$ cat config.mk
export PLATFORM = sky130hd
export DESIGN_NAME = fp_convert_unit
export DESIGN_NICKNAME = d
export VERILOG_FILES = /design/src/rtl/fp_convert_unit.sv
export SDC_FILE = /design/constraint.sdc
export NUM_CORES = 1
export LEC_CHECK = 0
export CAP_MARGIN = 5
export CORE_MARGIN = 5
export CORE_UTILIZATION = 30
export DETAILED_ROUTE_END_ITERATION = 6
export PLACE_DENSITY_LB_ADDON = 0.2
export SYNTH_ARGS = -nofsm -noshare
export SYNTH_HDL_FRONTEND = slang
export SYNTH_SLANG_ARGS = --single-unit
$ cat constraint.sdc
create_clock -name clk -period 8 [get_ports clk]
set_input_delay 1.2 -clock clk [delete_from_list [all_inputs] [get_ports clk]]
set_output_delay 1.2 -clock clk [all_outputs]
set_load 0.02 [all_outputs]
$ cat src/rtl/fp_convert_unit.sv
// RV32F fcvt.{w,wu}.s / fcvt.s.{w,wu} unit using a one-bit-per-cycle shifter instead of a barrel shifter.
// done after 1 cycle (trivial) or n+2 cycles; stall holds the core from the accepting cycle until DONE.
module fp_convert_unit (
    input  logic        clk,
    input  logic        rst_n,
    input  logic        start,
    input  logic [4:0]  alu_control,
    input  logic [31:0] src_a,
    output logic        stall,
    output logic        busy,
    output logic        done,
    output logic [31:0] result,
    output logic        invalid
);

    typedef enum logic [1:0] {S_IDLE, S_SHIFT, S_PACK, S_DONE} state_t;

    state_t      r_state;
    state_t      w_next;

    logic        r_f2i;
    logic        r_neg;
    logic        r_left;
    logic        r_invalid;
    logic [31:0] r_acc;
    logic [31:0] r_result;
    logic [4:0]  r_cnt;

    logic        w_is_conv;
    logic        w_accept;
    logic        w_f2i;
    logic        w_signed;
    logic        w_s;
    logic [7:0]  w_exp;
    logic [22:0] w_frac;
    logic        w_neg;

    logic        w_f_triv;
    logic        w_f_inv;
    logic [31:0] w_f_res;
    logic        w_f_left;
    logic [4:0]  w_f_n;
    logic [31:0] w_i_mag;

    logic        w_triv;
    logic        w_triv_inv;
    logic [31:0] w_triv_res;
    logic        w_no_shift;
    logic        w_shift_last;

    logic [7:0]  w_i_exp;
    logic        w_round;
    logic [23:0] w_mant_r;
    logic [31:0] w_i_res;
    logic [31:0] w_f_pack;
    logic [31:0] w_pack_res;

    assign w_is_conv = (alu_control[4:2] == 3'b101);
    assign w_accept  = (r_state == S_IDLE) && start && w_is_conv;
    assign w_f2i     = !alu_control[1];
    assign w_signed  = alu_control[0];
    assign w_s       = src_a[31];
    assign w_exp     = src_a[30:23];
    assign w_frac    = src_a[22:0];
    assign w_neg     = w_signed && w_s;

    // Saturating / zero cases that never need the shifter.
    always_comb begin
        w_f_triv = 1'b1;
        w_f_inv  = 1'b0;
        w_f_res  = 32'd0;
        if (w_exp == 8'hFF && w_frac != 23'd0) begin
            w_f_res = w_signed ? 32'h7FFF_FFFF : 32'hFFFF_FFFF;
            w_f_inv = 1'b1;
        end else if (w_exp < 8'd127) begin
            w_f_res = 32'd0;
        end else if (w_signed) begin
            if (w_exp >= 8'd158) begin
                w_f_res = w_s ? 32'h8000_0000 : 32'h7FFF_FFFF;
                w_f_inv = !(w_s && w_exp == 8'd158 && w_frac == 23'd0);
            end else begin
                w_f_triv = 1'b0;
            end
        end else if (w_s) begin
            w_f_inv = 1'b1;
        end else if (w_exp >= 8'd159) begin
            w_f_res = 32'hFFFF_FFFF;
            w_f_inv = 1'b1;
        end else begin
            w_f_triv = 1'b0;
        end
    end

    // |e-150| is below 32 on the shifting path, so modulo-32 arithmetic on e[4:0] suffices.
    assign w_f_left   = (w_exp > 8'd150);
    assign w_f_n      = w_f_left ? (w_exp[4:0] - 5'd22) : (5'd22 - w_exp[4:0]);
    assign w_i_mag    = w_neg ? (~src_a + 32'd1) : src_a;

    assign w_triv     = w_f2i ? w_f_triv : (w_i_mag == 32'd0);
    assign w_triv_res = w_f2i ? w_f_res : 32'd0;
    assign w_triv_inv = w_f2i && w_f_inv;
    assign w_no_shift = w_f2i ? (w_f_n == 5'd0) : w_i_mag[31];
    assign w_shift_last = r_f2i ? (r_cnt == 5'd1) : r_acc[30];

    assign w_i_exp    = 8'd158 - {3'b000, r_cnt};
    assign w_round    = r_acc[7] && ((|r_acc[6:0]) || r_acc[8]);
    assign w_mant_r   = {1'b0, r_acc[30:8]} + {23'd0, w_round};
    assign w_i_res    = {r_neg,
                         w_mant_r[23] ? (w_i_exp + 8'd1) : w_i_exp,
                         w_mant_r[23] ? 23'd0 : w_mant_r[22:0]};
    assign w_f_pack   = r_neg ? (~r_acc + 32'd1) : r_acc;
    assign w_pack_res = r_f2i ? w_f_pack : w_i_res;

    always_ff @(posedge clk or negedge rst_n) begin
        if (!rst_n) begin
            r_state <= S_IDLE;
        end else begin
            r_state <= w_next;
        end
    end

    always_comb begin
        w_next = r_state;
        case (r_state)
            S_IDLE: begin
                if (w_accept) begin
                    if (w_triv) begin
                        w_next = S_DONE;
                    end else if (w_no_shift) begin
                        w_next = S_PACK;
                    end else begin
                        w_next = S_SHIFT;
                    end
                end
            end
            S_SHIFT: begin
                if (w_shift_last) begin
                    w_next = S_PACK;
                end
            end
            S_PACK:  w_next = S_DONE;
            S_DONE:  w_next = S_IDLE;
            default: w_next = S_IDLE;
        endcase
    end

    always_ff @(posedge clk or negedge rst_n) begin
        if (!rst_n) begin
            r_f2i     <= 1'b0;
            r_neg     <= 1'b0;
            r_left    <= 1'b0;
            r_acc     <= 32'd0;
            r_cnt     <= 5'd0;
            r_result  <= 32'd0;
            r_invalid <= 1'b0;
        end else begin
            if (w_accept) begin
                r_f2i <= w_f2i;
                r_neg <= w_neg;
                if (w_f2i) begin
                    r_acc  <= {8'd0, 1'b1, w_frac};
                    r_cnt  <= w_f_n;
                    r_left <= w_f_left;
                end else begin
                    r_acc  <= w_i_mag;
                    r_cnt  <= 5'd0;
                    r_left <= 1'b1;
                end
                if (w_triv) begin
                    r_result  <= w_triv_res;
                    r_invalid <= w_triv_inv;
                end
            end else if (r_state == S_SHIFT) begin
                r_acc <= r_left ? {r_acc[30:0], 1'b0} : {1'b0, r_acc[31:1]};
                r_cnt <= r_f2i ? (r_cnt - 5'd1) : (r_cnt + 5'd1);
            end else if (r_state == S_PACK) begin
                r_result  <= w_pack_res;
                r_invalid <= 1'b0;
            end
        end
    end

    assign busy    = (r_state == S_SHIFT) || (r_state == S_PACK);
    assign stall   = w_accept || busy;
    assign done    = (r_state == S_DONE);
    assign result  = r_result;
    assign invalid = r_invalid;

endmodule

==> impl_metrics.yaml, run 1 <==
sta:
  rsz0062_at_grt: "false"
  finClkSkew_ps: 6.87
  post-route-period-util_pct: 72.4
  fin_crit_ps: 5790
  relSlewSlack_pct: 19.4
  finalSetupTns_ps: 0
  fmax_mhz: 173
  worstMarginPinSlew_ps: 1210
  hold_viol_final: 0
  finalWorstSetupSlack_ps: 2210
  setup_viol: 0
  maxSlewViolCount: 0
clock_tree:
  cts_resized: 0
  clk_latency_ps: 350
  cts_hold_buf: 0
  clk_pin_slew_ps: 60
  cts.htree.levels: 3
  cts_sinks: 75
  cts_root_buf: "clkbuf_16"
  cts_buffers: 9
  cts_tree: "yes"
  cts_setup_buffers: 0
  clock_path_buffers: 2
placed_design:
  numPortBuffers: 75
  pre_cts_slack_ps: 1870
  dp_hpwl_microns: 16400
  finalWeightedCongestion: 0.879
grt:
  antenna_found_initial: 0
  grt_pass1_vias: 6433
  met1_usage_pct: 25.3
  busiest_layer: "met1"
  grt_overflow: 0
  grt_pass1_wl_microns: 36800
  gr-usage-met2_pct: 22.9
  grtUsageMet3_pct: 1.76
  track_usage_pct: 16.0
  grt_max_degree: 76
routing:
  drc: 0
  wl_per_cell_microns: 17.8
  ant_nets: 0
  wl_microns: 22300
  via_per_inst: 5.53
  vias: 6919
  drt-initial-drc-count: 520
  drt_first_pass_iters: 5
yosys:
  ys_seq_elements: 75
  syn-mean-instance-area_sq_um: 7.92
  synth_cells: 921
  synth_nets: 978
  yosysSeqAreaShare_pct: 25.7
  synth.distinct_cells: 69
  async_reset_ff_share_pct: 100
  ys_warn_count: 0
  synth_edf_count: 0
  synth_area_sq_mm: 0.00729
  synth-main-ff-cell: "dfrtp_1"
worst_setup_path:
  r2r.worst_path.cells: 8
  path_class: "input pin to flip-flop"
  cp.required_ps: 8230
  endpoint_kind: "flip-flop"
  crit_path_max_incr_delay_ps: 910
  cp.depth: 11
  crit_slowest_cell: "a21boi_4"
  crit_arrival_ps: 6020
  path_buf_inv: 2
  cp_cell_sequence: "clkdlybuf4s50_1 > inv_1 > ha_1 > or4b_1 > nor4_2 > a31oi_1 > xnor2_1 > o2111ai_1 > or4_4 > a21boi_4 > mux2_2"
  setup.worst_path.start_class: "input pin"
  critPathMaxFanout: 29
  critPathTopFamily: "simple AND/OR/NAND/NOR gates"
floorplan:
  num_rows: 57
  die_area_sq_mm: 0.0275
  ios: 76
  initial_core_util_pct: 30.3
  die_h_microns: 166
  fp.coreArea_sq_mm: 0.0241
  die_x_microns: 166
outcome:
  outcome: "finished clean"
pwr:
  vdd_drop_max_mv: 0.129
  p_per_area_mw_per_mm2: 353
  power_leakage_nw: 3.01
min_path:
  min_path_type: "flip-flop to flip-flop"
  min_path_cells: 1
final_layout:
  drive_gt1_share_pct: 6.79
  syn_to_final_growth_pct: 15.2
  nets: 980
  antenna_cells: 0
job:
  cap_violations: 0
[synth_stat cells (12+ instances only)]
library cell  instances  area, sq um
nor3_1               21          105
clkbuf_1             76          285
xnor2_1              57          499
ha_1                 17          213
o211ai_1             36          270
inv_1                23         86.3
xor2_1               34          298
dfrtp_1              75         1880
nor2_1               55          206
o22ai_1              14         87.6
mux2i_1              32          320
nand4_1              19          119
o21ai_0              72          360
nand2_1             103          387
nand3_1              28          140
nor4_1               13         81.3
o31ai_1              16          120
a21oi_1              34          170
mux2_2               12          135
[area by class of cell]
class | instances | area [sq um]
fill | 2645 | 15700
multi-input combinational | 730 | 4950
clock buffer | 9 | 225
clock inverter | 7 | 43.8
tap | 324 | 405
sequential | 75 | 1880
inverter | 23 | 86.3
timing repair buffer | 84 | 816
[path summary, 6_finish.rpt]
kind / end / slack (ps) / from
max in group asynchronous: result[31] / 6320 / rst_n
min in group asynchronous: result[28] / 970 / rst_n
min reg2reg: result[5] / 480 / result[5]
min: result[5] / 480 / result[5]
max: result[0] / 2210 / src_a[0]
max reg2reg: result[28] / 4730 / r_acc[7]
[through the flow]
step | hold WS (ps) | power, mW | cell area, sq um | util, % | instances
final | 484 | 2.96 | 8400 | 34.9 | 1252
after CTS | 488 | 2.99 | 8400 | 34.9 | 1252
after global routing | 498 | 3.21 | 8400 | 34.9 | 1252
after floorplan | 502 | 2.09 | 7290 | - | 921
after global placement | 470 | 2.59 | 8140 | 33.7 | 1236
after detailed placement | 474 | 2.59 | 8140 | 33.7 | 1236
[logic make-up after synthesis]
family / synth area share [%]
buffers and inverters: 6.47
AOI/OAI and AO/OA: 21.7
and+or+nand+nor: 23.0
xor gates and xnor gates: 10.9
muxes: 9.23
DFF: 25.7
adders and majority gates: 2.92
[worst reg2reg max path, stage by stage (launching register included)]
cell and delay, ps:
dfrtp_1 580, and4_1 320, nand4_1 290, nor4_1 730, nand3_1 210, o31ai_1 290
a21boi_0 230, o221ai_1 140, mux2_1 360
[per-layer routing]
layer | up-vias | wire, microns
met4 | 0 | 312
met1 | 3304 | 11600
met3 | 20 | 1020
met5 | - | 0
met2 | 216 | 9440
li1 | 3379 | -
[sequential cells by signal (all words and copies together) (netlist names)]
| name | count |
|---|---|
| r_f2i | 1 |
| invalid | 1 |
| r_cnt | 5 |
| r_left | 1 |
| r_acc | 32 |
| r_neg | 1 |
| result | 32 |
| r_state | 2 |
[cell usage in the layout (no fill, tap or decap), drive strengths merged, types with 4 or more instances in the layout]
cell | synthesis | routed
nand2 | 103 | 103
dfrtp | 75 | 75
clkdlybuf4s50 | 0 | 74
o21ai | 73 | 73
xnor2 | 57 | 57
nor2 | 55 | 55
o211ai | 36 | 36
a21oi | 34 | 34
xor2 | 34 | 34
mux2i | 32 | 32
nand3 | 28 | 28
mux2 | 28 | 28
inv | 23 | 24
nor3 | 21 | 21
nand4 | 20 | 20
ha | 17 | 17
o31ai | 16 | 16
nor4 | 16 | 16
o22ai | 14 | 14
or4 | 12 | 12
o221ai | 11 | 11
buf | 17 | 10
a22oi | 9 | 9
clkbuf | 76 | 9
and4 | 8 | 8
or3 | 8 | 8
nor3b | 7 | 7
and3 | 7 | 7
nand2b | 6 | 6
a31oi | 6 | 6
nor2b | 5 | 5
or2 | 5 | 5
o41ai | 5 | 5
a21boi | 5 | 5
and2 | 4 | 4
o21a | 4 | 4
clkinv | 0 | 4
[where the power goes]
group          internal (mW)  switching [mW]  leakage, nW
clock                  0.209           0.171        0.131
sequential             0.565           0.305        0.846
combinational          0.832           0.882         2.03
total                   1.61            1.36         3.01
No activity file was read; power rests on OpenSTA's default activity.
==> inputs of run 2 (changes only) <==
Clock period 8 ns to 5.25 ns, I/O delays scaled along.
==> impl_metrics.yaml, run 2 (synthesized netlist as in run 1, its figures left out) <==
outcome:
  outcome: "finished clean"
worst_setup_path:
  r2r.worst_path.cells: 8
  path_buf_inv: 3
  critPathTopFamily: "simple AND/OR/NAND/NOR gates"
  crit_slowest_cell: "or4b_1"
  cp.depth: 12
  cp.required_ps: 5470
  path_class: "input pin to flip-flop"
  endpoint_kind: "flip-flop"
  critPathMaxFanout: 33
  setup.worst_path.start_class: "input pin"
  cp_cell_sequence: "clkdlybuf4s50_1 > inv_1 > ha_1 > or4b_1 > nor4_4 > a311o_1 > nand4_1 > or4_1 > or4_4 > a21boi_4 > buf_12 > mux2_2"
  crit_path_max_incr_delay_ps: 640
  crit_arrival_ps: 4780
sta:
  hold_ws_ps: 483
  finalSetupTns_ps: 0
  fmax_mhz: 220
  fin_crit_ps: 4550
  relSlewSlack_pct: 25.0
  maxSlewViolCount: 0
  finalWorstSetupSlack_ps: 696
  rsz0062_at_grt: "false"
  setup_viol: 0
  hold_viol_final: 0
  finClkSkew_ps: 8.65
  post-route-period-util_pct: 86.7
  worstMarginPinSlew_ps: 1130
final_layout:
  antenna_cells: 0
  design_area_sq_mm: 0.00853
  fillers: 2615
  final_cells: 1265
  drive_gt1_share_pct: 8.08
  layout_commonest_cell: "nand2_1"
  multiInputGateArea_sq_mm: 0.00495
  syn_to_final_growth_pct: 16.9
  nets: 995
  regArea_sq_mm: 0.00188
  final_cell_mix: "nand2_1 (103), dfrtp_1 (75), clkdlybuf4s50_1 (74), o21ai_0 (71), xnor2_1 (57)"
  fin_util_pct: 35.4
clock_tree:
  clk_pin_slew_ps: 60
  cts_sinks: 75
  cts_resized: 0
  cts_buffers: 9
  cts_tree: "yes"
  cts_setup_buffers: 0
  cts_root_buf: "clkbuf_16"
  clock_path_buffers: 2
  cts.htree.levels: 3
  clk_latency_ps: 350
  cts_hold_buf: 0
pwr:
  share_comb_of_total_power_pct: 58.0
  p_per_area_mw_per_mm2: 530
  power_leakage_nw: 3.09
  switching_share_pct: 45.1
  seqPwrFrac_pct: 29.2
  vdd_drop_max_mv: 0.231
  p_switching_mw: 2.04
  totalPowerFinal_mw: 4.52
  p_int_mw: 2.48
  pwr-share-clk_pct: 12.7
floorplan:
  initial_core_util_pct: 30.3
  fp.coreArea_sq_mm: 0.0241
  die_area_sq_mm: 0.0275
  ios: 76
  die_x_microns: 166
  die_h_microns: 166
  num_rows: 57
routing:
  wl_per_cell_microns: 17.8
  vias: 6946
  drt-initial-drc-count: 468
  wl_microns: 22600
  via_per_inst: 5.49
  ant_nets: 0
  drc: 0
  drt_first_pass_iters: 5
placed_design:
  dp_hpwl_microns: 16800
  placed_cell_area_sq_mm: 0.00826
  finalWeightedCongestion: 0.864
  pre_cts_slack_ps: 365
  dp_cells: 1251
  numPortBuffers: 75
min_path:
  min_path_type: "flip-flop to flip-flop"
  min_path_cells: 1
grt:
  track_usage_pct: 16.0
  grt_max_degree: 76
  antenna_found_initial: 0
  grt_pass1_vias: 6580
  grt_pass1_wl_microns: 36600
  grt_overflow: 0
job:
  cap_violations: 0
run 2: cell count changes in the layout (fill, tap and decap cells not counted):
cell | before | now
clkinvlp_4 | 2 | 0
inv_6 | 1 | 0
buf_12 | 0 | 1
buf_4 | 10 | 24
clkbuf_8 | 0 | 2
clkinv_2 | 4 | 3
run 2: area by class of cell:
cell class,instances,area share [%]
Clock inverter,3,0.176
Inverter,23,1.01
Multi-Input combinational cell,730,58.1
Timing Repair Buffer,99,11.0
Clock buffer,11,2.96
Tap cell,324,4.75
Sequential cell,75,22.0
run 2: path summary, 6_finish.rpt:
check / slack (ps) / start / end
max: 700 / src_a[0] / result[1]
min: 480 / result[25] / result[25]
max reg2reg: 2000 / r_acc[7] / result[28]
min reg2reg: 480 / result[25] / result[25]
max in group asynchronous: 4020 / rst_n / r_acc[15]
min in group asynchronous: 600 / rst_n / result[25]
run 2: per-layer routing:
metal / routed length [microns] / part of all wire [%] / GRT usage [%] / vias to the layer above
li1: - / - / - / 3389
met1: 11300 / 50 / 24.4 / 3331
met2: 9730 / 43 / 23.4 / 201
met3: 1150 / 5.1 / 2.36 / 25
met4: 347 / 1.5 / 4.38 / 0
met5: 0 / 0 / 0 / -
run 2: worst register-to-register path: cells and delay by family (launching register included):
kind / cells / cell delay [ps]
AO/OA/AOI/OAI: 3 / 690
flip-flops: 1 / 590
multiplexers: 1 / 320
AND/OR/NAND/NOR: 4 / 1540
run 2: power groups by stage:
stage               Combinational [mW]  Clock, mW  Sequential, mW
CTS                               2.66      0.594            1.32
detailed placement                2.64          0            1.33
global route                      2.93      0.616            1.38
finish                            2.62      0.576            1.32
floorplan                         2.03          0            1.16
global placement                  2.62          0            1.33
==> inputs of run 3 (changes only) <==
Settings changed: PLACE_DENSITY_LB_ADDON 0.2 to default.
==> impl_metrics.yaml, run 3 (synthesized netlist as in run 1, its figures left out) <==
outcome:
  outcome: "finished clean"
sta:
  finalSetupTns_ps: 0
  finClkSkew_ps: 10.1
  fin_crit_ps: 4550
  rsz0062_at_grt: "false"
  fmax_mhz: 220
  relSlewSlack_pct: 28.1
  worstMarginPinSlew_ps: 1080
  finalWorstSetupSlack_ps: 699
  post-route-period-util_pct: 86.7
  maxSlewViolCount: 0
  setup_viol: 0
  hold_viol_final: 0
pwr:
  power_leakage_nw: 3.08
  vdd_drop_max_mv: 0.211
  p_per_area_mw_per_mm2: 533
final_layout:
  layout_commonest_cell: "nand2_1"
  design_area_sq_mm: 0.00853
  final_cells: 1264
  syn_to_final_growth_pct: 16.9
  final_cell_mix: "nand2_1 (103), dfrtp_1 (75), clkdlybuf4s50_1 (74), o21ai_0 (71), xnor2_1 (57)"
  drive_gt1_share_pct: 7.77
  antenna_cells: 0
  nets: 993
clock_tree:
  cts_hold_buf: 0
  cts_resized: 0
  cts_root_buf: "clkbuf_16"
  cts_tree: "yes"
  clock_path_buffers: 2
  clk_latency_ps: 340
  clk_pin_slew_ps: 60
  cts.htree.levels: 3
  cts_setup_buffers: 0
  cts_sinks: 75
  cts_buffers: 9
routing:
  ant_nets: 0
  drt_first_pass_iters: 5
  drt-initial-drc-count: 437
  via_per_inst: 5.52
  wl_per_cell_microns: 17.2
  vias: 6974
  wl_microns: 21700
  drc: 0
worst_setup_path:
  setup.worst_path.start_class: "input pin"
  endpoint_kind: "flip-flop"
  crit_arrival_ps: 4780
  critPathMaxFanout: 27
  cp.required_ps: 5480
  path_class: "input pin to flip-flop"
grt:
  antenna_found_initial: 0
  grt_pass1_vias: 6382
  track_usage_pct: 15.1
  grt_pass1_wl_microns: 35000
  grt_max_degree: 76
  grt_overflow: 0
job:
  cap_violations: 0
floorplan:
  num_rows: 57
  fp.coreArea_sq_mm: 0.0241
  ios: 76
  die_x_microns: 166
  die_area_sq_mm: 0.0275
  die_h_microns: 166
  initial_core_util_pct: 30.3
placed_design:
  pre_cts_slack_ps: 365
  numPortBuffers: 75
  dp_hpwl_microns: 16200
  placed_cell_area_sq_mm: 0.00825
  dp_cells: 1249
  finalWeightedCongestion: 0.905
min_path:
  min_path_type: "flip-flop to flip-flop"
[run 3: final cells by class]
| type | instances | area (sq um) |
|---|---|---|
| clock inverter | 1 | 7.51 |
| inverter | 23 | 86.3 |
| clock buffer | 14 | 274 |
| fill | 2622 | 15600 |
| sequential | 75 | 1880 |
| multi-input combinational | 730 | 4950 |
| timing repair buffer | 97 | 926 |
| tap | 324 | 405 |
[run 3: layer usage]
metal  share of wire, %  global-route usage [%]
met1                 49                    23.6
met2                 42                    21.3
met3                7.2                    2.40
met4                1.6                    4.48
met5                  0                       0
[run 3: power breakdown]
part           internal, mW  leakage (nW)  total, mW  switching [mW]
clock network         0.357         0.135      0.595           0.238
registers             0.862         0.846       1.34           0.478
logic                  1.28          2.10       2.61            1.32
[run 3: worst max-delay path: stages]
cell and delay (ps):
clkdlybuf4s50_1 470, inv_1 120, ha_1 230, or4b_1 640
nor4_4 330, a311o_1 210, nand4_1 90, or4_1 500
or4_4 610, a21boi_4 190, buf_12 220, mux2_2 350
[run 3: final timing paths]
path,start,cells after the start,to,slack (ps)
max in group asynchronous,rst_n,1,r_acc[16],3990
worst min-delay path,result[10],1,result[10],480
min in group asynchronous,rst_n,1,result[31],580
worst max register to register,r_acc[8],8,result[28],2010
worst max-delay path,src_a[0],12,result[4],700
worst min register to register,result[10],1,result[10],480
[run 3: per-stage QoR]
| step | hold slack [ps] | util, % | power, mW |
|---|---|---|---|
| after global placement | 475 | 34.2 | 3.92 |
| after floorplan | 492 | - | 3.19 |
| after detailed placement | 477 | 34.2 | 3.95 |
| after CTS | 490 | 35.4 | 4.56 |
| final | 482 | 35.4 | 4.54 |
| after global routing | 511 | 35.4 | 4.91 |
